**config.mk**
```make
export PLATFORM = sky130hd
export DESIGN_NAME = mac_tile_dual
export DESIGN_NICKNAME = d
export VERILOG_FILES = /design/src/rtl/mac_tile_dual.sv
export SDC_FILE = /design/constraint.sdc
export NUM_CORES = 1
export LEC_CHECK = 0
export ABC_AREA = 1
export CELL_PAD_IN_SITES_DETAIL_PLACEMENT = 1
export CELL_PAD_IN_SITES_GLOBAL_PLACEMENT = 1
export CORE_AREA = 4 4 103 105
export DETAILED_ROUTE_END_ITERATION = 8
export DIE_AREA = 0 0 107 109
export PLACE_DENSITY = 0.94
export SLEW_MARGIN = 25
export SYNTH_ARGS = -nofsm -noshare
export SYNTH_HDL_FRONTEND = slang
export SYNTH_SLANG_ARGS = --single-unit
```
**constraint.sdc**
```tcl
create_clock -name clk -period 13.1 [get_ports clk]
set_input_delay 2.62 -clock clk [delete_from_list [all_inputs] [get_ports clk]]
set_output_delay 2.62 -clock clk [all_outputs]
set_load 0.01 [all_outputs]
```
**src/rtl/mac_tile_dual.sv**
```systemverilog
// mac_tile_dual: dual-mode systolic MAC tile (WS: weight held, psum flows south; OS: accumulator held, weights flow south)
// Ports: clk/reset (sync, active-high); os_mode selects WS/OS when idle; in_w/out_e carry activations east;
// inst_w/inst_e carry {drain-or-clear, execute, load} east; in_n/out_s carry psum, weight or drained accumulator south.
module mac_tile_dual #(
  parameter int bw = 4,
  parameter int psum_bw = 16
) (
  input  logic               clk,
  input  logic               reset,
  input  logic               os_mode,
  input  logic [bw-1:0]      in_w,
  input  logic [2:0]         inst_w,
  input  logic [psum_bw-1:0] in_n,
  output logic [bw-1:0]      out_e,
  output logic [2:0]         inst_e,
  output logic [psum_bw-1:0] out_s
);
  logic [bw-1:0]      r_a;
  logic [bw-1:0]      r_b;
  logic [psum_bw-1:0] r_c;
  logic [psum_bw-1:0] r_acc;
  logic [2:0]         r_inst;
  logic               r_load_ready;
  logic               r_mode;
  logic               r_vld;
  logic [psum_bw-1:0] w_prod;
  // unsigned activation times signed weight, taken modulo 2^psum_bw
  assign w_prod = psum_bw'(r_a) * psum_bw'($signed(r_b));
  assign out_e  = r_a;
  assign inst_e = r_inst;
  assign out_s  = r_mode ? (r_inst[2] ? r_acc : psum_bw'(r_b)) : w_prod + r_c;
  always_ff @(posedge clk) begin
    if (reset) begin
      r_a          <= '0;
      r_b          <= '0;
      r_c          <= '0;
      r_acc        <= '0;
      r_inst       <= '0;
      r_load_ready <= 1'b1;
      r_mode       <= 1'b0;
      r_vld        <= 1'b0;
    end else begin
      if (inst_w == 3'b000 && !r_vld) r_mode <= os_mode;
      if (inst_w[0] | inst_w[1]) r_a <= in_w;
      r_inst[2:1] <= inst_w[2:1];
      if (!r_mode) begin
        r_c <= in_n;
        // the first load token after a clear is consumed here; later ones travel east
        r_inst[0] <= inst_w[0] & ~inst_w[2] & ~r_load_ready;
        if (inst_w[2]) r_load_ready <= 1'b1;
        else if (inst_w[0] && r_load_ready) begin
          r_b          <= in_w;
          r_load_ready <= 1'b0;
        end
      end else begin
        r_inst[0] <= 1'b0;
        r_vld     <= inst_w[1] & ~inst_w[2];
        if (inst_w[1] && !inst_w[2]) r_b <= in_n[bw-1:0];
        // first drain cycle exposes the tile's own accumulator; later drain cycles shift the column down
        if (inst_w[2]) begin
          if (r_inst[2]) r_acc <= in_n;
        end else if (r_vld) r_acc <= r_acc + w_prod;
      end
    end
  end
endmodule

```
==> results of run 1 <==
[cell usage after synthesis (2+ instances only)]
cell and instances:
nand2_1 157, nor2_1 82, inv_1 63, a21oi_1 61
o21ai_0 50, ha_1 49, dfxtp_1 46, nand3_1 30
clkbuf_1 13, o21ai_1 10, a31oi_1 8, fa_1 7
xor2_1 7, inv_2 6, nand4_1 6, nor3_1 6
a21o_1 5, buf_2 5, xnor2_1 5, or2_2 3
a22o_1 2, nor4_1 2
[cell usage in the layout, fill, tap and decap left out, types with 3 or more instances in the layout]
cell type | netlist | layout
nand3_1 | 30 | 30
a21oi_1 | 61 | 61
nand4_1 | 6 | 6
o21ai_0 | 50 | 50
nand2_1 | 157 | 157
xor2_1 | 7 | 7
fa_1 | 7 | 7
nor2_1 | 82 | 82
ha_1 | 49 | 49
clkdlybuf4s50_1 | 0 | 48
o21ai_1 | 10 | 10
clkbuf_8 | 0 | 5
a31oi_1 | 8 | 8
inv_1 | 63 | 63
inv_2 | 6 | 6
xnor2_1 | 5 | 5
or2_2 | 3 | 3
dfxtp_1 | 46 | 46
a21o_1 | 5 | 5
nor3_1 | 6 | 6
[sequential cells by signal, summed over array words and instances, names as in the netlist]
name	cells
r_acc	16
inst_e	3
r_load_ready	1
r_b	4
r_c	16
r_vld	1
r_mode	1
out_e	4
[stage by stage]
| step | cells | area, µm² | utilization | hold slack [ns] | power (mW) |
|---|---|---|---|---|---|
| finish | 805 | 4720 | 0.489 | 0.470 | 0.402 |
| global route | 805 | 4720 | 0.489 | 0.516 | 0.424 |
| CTS | 805 | 4720 | 0.489 | 0.469 | 0.399 |
| detailed placement | 797 | 4630 | 0.480 | 0.457 | 0.308 |
| global placement | 797 | 4630 | 0.480 | 0.441 | 0.301 |
| floorplan | 633 | 4050 | - | 0.420 | 0.245 |
[metal layers]
layer	up-vias	wire length, µm	share of wire
met2	106	6730	0.50
met4	0	202	0.015
met5	-	0	0
met3	15	578	0.043
met1	2109	6030	0.45
li1	2167	-	-
[report_power, final]
| group | switching [mW] | internal [mW] | leakage (nW) | total, mW |
|---|---|---|---|---|
| Clock | 0.0553 | 0.0377 | 0.0483 | 0.0931 |
| Sequential | 0.00780 | 0.147 | 0.378 | 0.155 |
| Combinational | 0.0892 | 0.0640 | 2.03 | 0.153 |
[area by class of cell]
cell class                 instances  area [µm²]  share of cell area
timing repair buffer              49         488               0.103
clock inverter                     3        18.8             0.00398
tap                              133         166              0.0353
inverter                          69         259              0.0549
multi-input combinational        500        2800               0.593
clock buffer                       5        68.8              0.0146
sequential                        46         921               0.195
[worst min-delay path by stage]
| stage | from | endpoint | depth (start not counted) |
|---|---|---|---|
| 3_5_place_dp | r_load_ready | inst_e[0] | 1 |
| 4_1_cts | r_load_ready | inst_e[0] | 1 |
| 2_1_floorplan | r_load_ready | inst_e[0] | 1 |
| 5_1_grt | r_load_ready | inst_e[0] | 1 |
| 3_3_place_gp | r_load_ready | inst_e[0] | 1 |
| 6_report | r_load_ready | inst_e[0] | 1 |
[kinds of logic after synthesis]
family | Yosys count | synth area share
and+or+nand+nor | 290 | 0.290
buffers and inverters | 87 | 0.0822
AOI/OAI and AO/OA | 142 | 0.188
adders and majority gates | 56 | 0.186
xor gates and xnor gates | 12 | 0.0260
DFF | 46 | 0.227
==> metrics, run 1 <==
CP Cell Sequence inv_1 -> or2_2 -> fa_1 -> fa_1 -> fa_1 -> inv_1 -> ha_1 -> inv_1 -> fa_1 -> o21ai_0 -> xor2_1 -> ha_1 -> a21oi_1 -> o21ai_0 -> a21oi_1 -> o21ai_1 -> a21oi_1 -> o21ai_0 -> nand2_1 -> clkdlybuf4s50_1; FF-to-FF Start r_b[3]; setup skew after layout 0.0100 ns; die width 107 µm; Root Buffer clkbuf_8; period utilization 0.642; number of post-CTS setup repair buffers 0; minimum clock period after layout 8.41 ns; WP depth 20; average size of a mapped cell 6.40 µm²; final setup fails 0; Via density 5.46; Seq/Total Area, Yosys 0.227; GRT met2 Usage 0.430; Final Net Count 753; Area contributors post-synth dfxtp_1 23%, ha_1 15%, nand2_1 15%; max-cap check violation count 0; Worst Path Buf+Inv 4; global-route wire length before repair 22.8 mm; CTS buffer count 5; vias in the first global route 4,693; worst slew pin tran 0.915 ns; Hold Violations, Final 0; type of element launching the critical path flip-flop; ant diodes 0; initial antenna violation count 0; GR peak layer met2; GR Layer Usage met3 0.0308; f_max 119 MHz; Avg WL per Cell 16.8 µm; Mapped Cells 633; Die ar. 11,700 µm²; Worst Setup EP out_s[14]; Crit Path Max Fanout 6; Synth Cell Area 4050 µm²; critical path's slowest cell fa_1; Top Family by Delay on Critical Path adder cells; Slew Limit Headroom 0.389; Layout Area Growth over Synthesis 16.5%; Worst Setup SP r_b[3]; worst path required time 10.48 ns; Async S/R FF share, synth 0; Die H 109 µm; Setup crit end kind output pin; Yosys reg bits 46; Skew-Pair Late Insertion Delay 0.31 ns; outcome finished clean; worst setup path class reg -> out; FP Rows 36; fin worst setup slack 4.69 ns; FF-to-FF path depth 20; Initial Util 0.420; Largest stage delay, worst path 0.59 ns; Detail Placement HPWL 10.6 mm; r2r setup slk 7.89 ns; P per Cell Area 85.1 nW/µm²; via count 4,397; Port-buffer cells 48; Worst-path clk slew 0.10 ns; Worst VDD drop 0.0440 mV; pre-CTS setup slack 5.08 ns; clock buffer depth 2; syn nets 715; crit path DAT 5.79 ns; GP Congestion 0.940; number of synthesized flops with an enable pin 0; YS warnings 0; CTS Sinks 46; Final ANT Viol Nets 0; share of the synthesized area in the top cell type 0.227; CP dominant cell by count fa_1; layout cells sized above 1 0.0342; GRT Util Overall 0.240; I/O pin cnt 49; Setup TNS 0 ns; global routing usage on met1 0.306; worst r2r dst r_acc[15]; H-tree Lvls 2; fin. max-slew vios 0; Yosys cell types 32; Hold Buf Count CTS 0; Post-CTS Resized 0; first drt pass iteration count 5; total wire length 13.5 mm; RSZ-0062 raised after global routing false; Leakage 2.45 nW; # fillers 1,338; DRC viols 0; CTS tree done; type of the worst min-delay path reg -> reg; Yosys top cell by area dfxtp_1; total gr overflow 0; Core Area 9640 µm²; largest net degree at the start of global routing 36; prevailing post-synth register cell dfxtp_1; initial drt markers 206
Note: power is estimated with default switching activity, not from simulation.
==> inputs of run 2 (changes only) <==
--- a/config.mk
+++ b/config.mk
@@ -8,10 +8,10 @@
 export ABC_AREA = 1
 export CELL_PAD_IN_SITES_DETAIL_PLACEMENT = 1
 export CELL_PAD_IN_SITES_GLOBAL_PLACEMENT = 1
-export CORE_AREA = 4 4 103 105
+export CORE_AREA = 4 4 106 108
 export DETAILED_ROUTE_END_ITERATION = 8
-export DIE_AREA = 0 0 107 109
-export PLACE_DENSITY = 0.94
+export DIE_AREA = 0 0 110 112
+export PLACE_DENSITY = 0.9
 export SLEW_MARGIN = 25
 export SYNTH_ARGS = -nofsm -noshare
 export SYNTH_HDL_FRONTEND = slang
==> constraint.sdc (replaced) <==
create_clock -name clk -period 8.75 [get_ports clk]
set_input_delay 1.75 -clock clk [delete_from_list [all_inputs] [get_ports clk]]
set_output_delay 1.75 -clock clk [all_outputs]
set_load 0.01 [all_outputs]
==> run 2 against run 1 <==
  * Global-route usage shrank 1.7 points
  * Count of clock-buffer cells in the layout is the same
  * Cell count grew 0.37%
  * Sequential share of layout area shrank 0.14 points
  * Utilization shrank 2.5 points
  * Critical path depth is the same
  * Register-to-register slack lost 4.3 ns
  * Sequential cell count is the same
  * Clock power grew 83%
  * Critical endpoint is now out_s[10]
  * Largest cell class unchanged
  * Largest power group unchanged
==> metrics, run 2 (synthesis gave the netlist of run 1 again) <==
largest net degree at the start of global routing 36; f_max 133 MHz; Post-Route Utilization 0.464; Layout Area Growth over Synthesis 17.3%; period utilization 0.859; type of element launching the critical path flip-flop; CTS tree done; Finished Layout Cells 808; Worst-path clk slew 0.10 ns; Setup TNS 0 ns; worst path required time 7.00 ns; Skew-Pair Late Insertion Delay 0.31 ns; Die H 112 µm; DRC viols 0; first drt pass iteration count 4; commonest non-fill, non-tap cell in the layout nand2_1; minimum clock period after layout 7.52 ns; number of post-CTS setup repair buffers 0; max-cap check violation count 0; layout cells sized above 1 0.0342; GP Congestion 0.868; RSZ-0062 raised after global routing false; commonest cells after routing, fill and taps aside 157 x nand2_1, 82 x nor2_1, 63 x inv_1, 61 x a21oi_1, 50 x o21ai_0; Power Total 0.630 mW; Initial Util 0.396; switching share of power 0.359; GRT Util Overall 0.223; sequential fraction of design power 0.369; CTS buffer count 5; via count 4,355; crit path DAT 5.77 ns; initial drt markers 203; total wire length 13.2 mm; Slew Limit Headroom 0.407; Avg WL per Cell 16.4 µm; Port-buffer cells 48; fin. max-slew vios 0; Post-CTS Resized 0; Final Net Count 753; post-placement cell count 800; worst slew pin tran 0.888 ns; initial antenna violation count 0; Hold Buf Count CTS 0; outcome finished clean; FP Rows 37; Die ar. 12,300 µm²; Sw Pwr 0.226 mW; # fillers 1,354; CTS Sinks 46; die width 110 µm; P_int 0.404 mW; Worst VDD drop 0.0766 mV; final setup fails 0; Clock power frac 0.269; Core Area 10,200 µm²; P per Cell Area 133 nW/µm²; Hold Violations, Final 0; Leakage 2.46 nW; Setup crit end kind output pin; vias in the first global route 4,579; type of the worst min-delay path reg -> reg; Crit Path Max Fanout 6; Via density 5.39; worst setup path class reg -> out; I/O pin cnt 49; setup skew after layout 0.00592 ns; H-tree Lvls 2; area post-placement 4630 µm²; Detail Placement HPWL 10.6 mm; biggest regs r_acc (16), r_c (16); combinational share of power 0.362; clock buffer depth 2; cell area after layout 4750 µm²; total gr overflow 0; ant diodes 0; Final ANT Viol Nets 0; global-route wire length before repair 22.4 mm; Root Buffer clkbuf_8
## run 2: metrics by stage
step,hold WS [ns],setup WS [ns]
after floorplan,0.420,2.63
after global placement,0.442,1.89
after detailed placement,0.449,1.57
after CTS,0.468,1.22
after global routing,0.496,0.879
final,0.467,1.23
## run 2: power groups by stage
stage / clock [mW] / sequential (mW) / combinational (mW)
finish: 0.170 / 0.232 / 0.228
global route: 0.178 / 0.234 / 0.253
CTS: 0.172 / 0.232 / 0.227
detailed placement: 0 / 0.237 / 0.224
global placement: 0 / 0.236 / 0.216
floorplan: 0 / 0.234 / 0.132
## run 2: cell type report
type / count / area [µm²] / share of cell area
timing repair buffer: 49 / 488 / 0.103
tap: 136 / 170 / 0.0358
clock inverter: 3 / 48.8 / 0.0103
multi-input combinational: 500 / 2800 / 0.588
inverter: 69 / 259 / 0.0545
sequential: 46 / 921 / 0.194
clock buffer: 5 / 68.8 / 0.0145
## run 2: path summary, 6_finish.rpt
path           startpoint   endpoint  slack (ns)  cells past startpoint
max                r_b[3]  out_s[10]        1.23                     20
min reg2reg  r_load_ready  inst_e[0]        0.47                      1
min          r_load_ready  inst_e[0]        0.47                      1
max reg2reg        r_b[3]  r_acc[13]        3.60                     22
## run 2: critical path, stage by stage (launching register included)
cell and delay, ns:
dfxtp_1 0.39, inv_1 0.13, or2_2 0.31, fa_1 0.53
fa_1 0.60, fa_1 0.44, inv_1 0.09, ha_1 0.19
inv_1 0.06, fa_1 0.40, o21ai_0 0.23, xor2_1 0.27
ha_1 0.34, a21oi_1 0.27, o21ai_1 0.17, nand2_1 0.11
nand2_1 0.08, nand2_1 0.08, nand2_1 0.05, o21ai_1 0.16
clkdlybuf4s50_1 0.56
## run 2: routing by layer
layer / part of all wire / routed length, µm / global-route usage / vias up
met4: 0.017 / 226 / 0.0540 / 0
met3: 0.027 / 358 / 0.0122 / 20
met1: 0.45 / 6010 / 0.304 / 2091
li1: - / - / - / 2164
met2: 0.50 / 6650 / 0.381 / 80
met5: 0 / 0 / 0 / -
==> inputs of run 3 (changes only) <==
--- a/config.mk
+++ b/config.mk
@@ -12,7 +12,7 @@
 export DETAILED_ROUTE_END_ITERATION = 8
 export DIE_AREA = 0 0 110 112
 export PLACE_DENSITY = 0.9
-export SLEW_MARGIN = 25
+export SLEW_MARGIN = 20
 export SYNTH_ARGS = -nofsm -noshare
 export SYNTH_HDL_FRONTEND = slang
 export SYNTH_SLANG_ARGS = --single-unit
==> constraint.sdc (replaced) <==
create_clock -name clk -period 8.75 [get_ports clk]
set_input_delay 1.75 -clock clk [delete_from_list [all_inputs] [get_ports clk]]
set_output_delay 1.75 -clock clk [all_outputs]
set_load 0.005 [all_outputs]
==> run 3 against run 2 <==
  * Non-clock buffer count stayed put
  * Critical path depth increased by 3
  * Design area is 0.11% lower
  * Largest cell class unchanged
==> metrics, run 3 (synthesis gave the netlist of run 1 again) <==
Setup TNS 0 ns; Sw Pwr 0.217 mW; Final ANT Viol Nets 0; commonest cells after routing, fill and taps aside 157 x nand2_1, 82 x nor2_1, 63 x inv_1, 61 x a21oi_1, 50 x o21ai_0; Final Net Count 753; cell area after layout 4750 µm²; worst setup path class reg -> out; CTS tree done; clock buffer depth 2; Layout Area Growth over Synthesis 17.2%; P per Cell Area 130 nW/µm²; ant diodes 0; DRC viols 0; sequential fraction of design power 0.375; Setup crit end kind output pin; Hold Path End inst_e[0]; commonest non-fill, non-tap cell in the layout nand2_1; initial antenna violation count 0; die width 110 µm; f_max 134 MHz; GRT Util Overall 0.219; Worst VDD drop 0.0568 mV; Hold Violations, Final 0; Skew-Pair Late Insertion Delay 0.31 ns; H-tree Lvls 2; final setup fails 0; global-route wire length before repair 22.1 mm; P_int 0.402 mW; max-cap check violation count 0; Slew Limit Headroom 0.402; CTS buffer count 5; worst slew pin tran 0.896 ns; Die ar. 12,300 µm²; vias in the first global route 4,603; Die H 112 µm; layout cells sized above 1 0.0342; fin. max-slew vios 0; Avg WL per Cell 16.4 µm; first drt pass iteration count 4; outcome finished clean; Min-Delay Path Depth 1; number of post-CTS setup repair buffers 0; GP Congestion 0.869; largest net degree at the start of global routing 36; type of element launching the critical path flip-flop; Port-buffer cells 48; I/O pin cnt 49; minimum clock period after layout 7.45 ns; worst path required time 7.00 ns; Clock power frac 0.270; RSZ-0062 raised after global routing false; crit path DAT 5.70 ns; switching share of power 0.350; combinational share of power 0.355; total wire length 13.2 mm; Post-CTS Resized 0; Root Buffer clkbuf_8; type of the worst min-delay path reg -> reg; CTS Sinks 46; Detail Placement HPWL 10.6 mm; Core Area 10,200 µm²; worst r2r dst r_acc[13]; period utilization 0.852; Leakage 2.46 nW; setup skew after layout 0.00613 ns; area post-placement 4630 µm²; r2r setup slk 3.57 ns; FF-to-FF path depth 22; Hold Startpoint r_load_ready; FP Rows 37; Crit Path Max Fanout 17; FF-to-FF Start r_b[3]; Hold Buf Count CTS 0; Initial Util 0.396; total gr overflow 0; biggest regs r_acc (16), r_c (16); Via density 5.40; initial drt markers 201; via count 4,363; Worst-path clk slew 0.10 ns
run 3: changes by cell type in the layout (fill, tap and decap cells not counted), sizes merged:
cell,change
clkinvlp,-1
clkinv,+1
run 3: final cells by class:
cell class,instances,area (µm²)
multi-input cells,500,2800
inverters,69,259
clock inverters,3,43.8
flip-flops and latches,46,921
well taps,136,170
clock buffers,5,68.8
fillers,1397,5490
repair buffers,49,488
run 3: worst max-delay path by stage:
stage                       from        end  slack (ns)
after CTS                 r_b[3]  out_s[15]        1.29
after detailed placement  r_b[3]  out_s[15]        1.64
final                     r_b[3]  out_s[11]        1.30
after floorplan           r_b[3]  out_s[14]        2.66
after global routing      r_b[3]  out_s[15]        0.96
after global placement    r_b[3]  out_s[14]        1.93
run 3: critical path, stage by stage, from the launching register on:
cell	delay (ns)
dfxtp_1	0.41
inv_1	0.14
or2_2	0.31
fa_1	0.53
fa_1	0.53
fa_1	0.45
inv_1	0.09
ha_1	0.24
nand2_1	0.08
nor2_1	0.05
nand2_1	0.09
nand3_1	0.10
nand2_1	0.11
nand2_2	0.26
ha_1	0.47
a21oi_1	0.24
o21ai_0	0.15
o21bai_2	0.23
nand2_1	0.10
nand2_1	0.06
nand2_1	0.07
nand3_1	0.10
nand2_1	0.09
clkdlybuf4s50_1	0.51
run 3: layer usage:
layer	wire length (µm)	vias to the layer above	GRT usage
li1	-	2168	-
met1	5940	2101	0.293
met2	6640	76	0.376
met3	439	18	0.0168
met4	220	0	0.0582
met5	0	-	0
run 3: through the flow:
step	hold WS [ns]	std cells	setup WS, ns	util	total power [mW]
detailed placement	0.452	800	1.64	0.453	0.453
global route	0.484	808	0.957	0.464	0.654
floorplan	0.420	633	2.66	-	0.359
global placement	0.442	800	1.93	0.453	0.444
CTS	0.465	808	1.29	0.464	0.620
finish	0.468	808	1.30	0.464	0.619
run 3: power groups by stage:
stage                     logic (mW)  clock network, mW  registers [mW]
after floorplan                0.126                  0           0.234
after global placement         0.208                  0           0.236
after detailed placement       0.216                  0           0.237
after CTS                      0.220              0.168           0.232
after global routing           0.244              0.175           0.234
final                          0.220              0.167           0.232
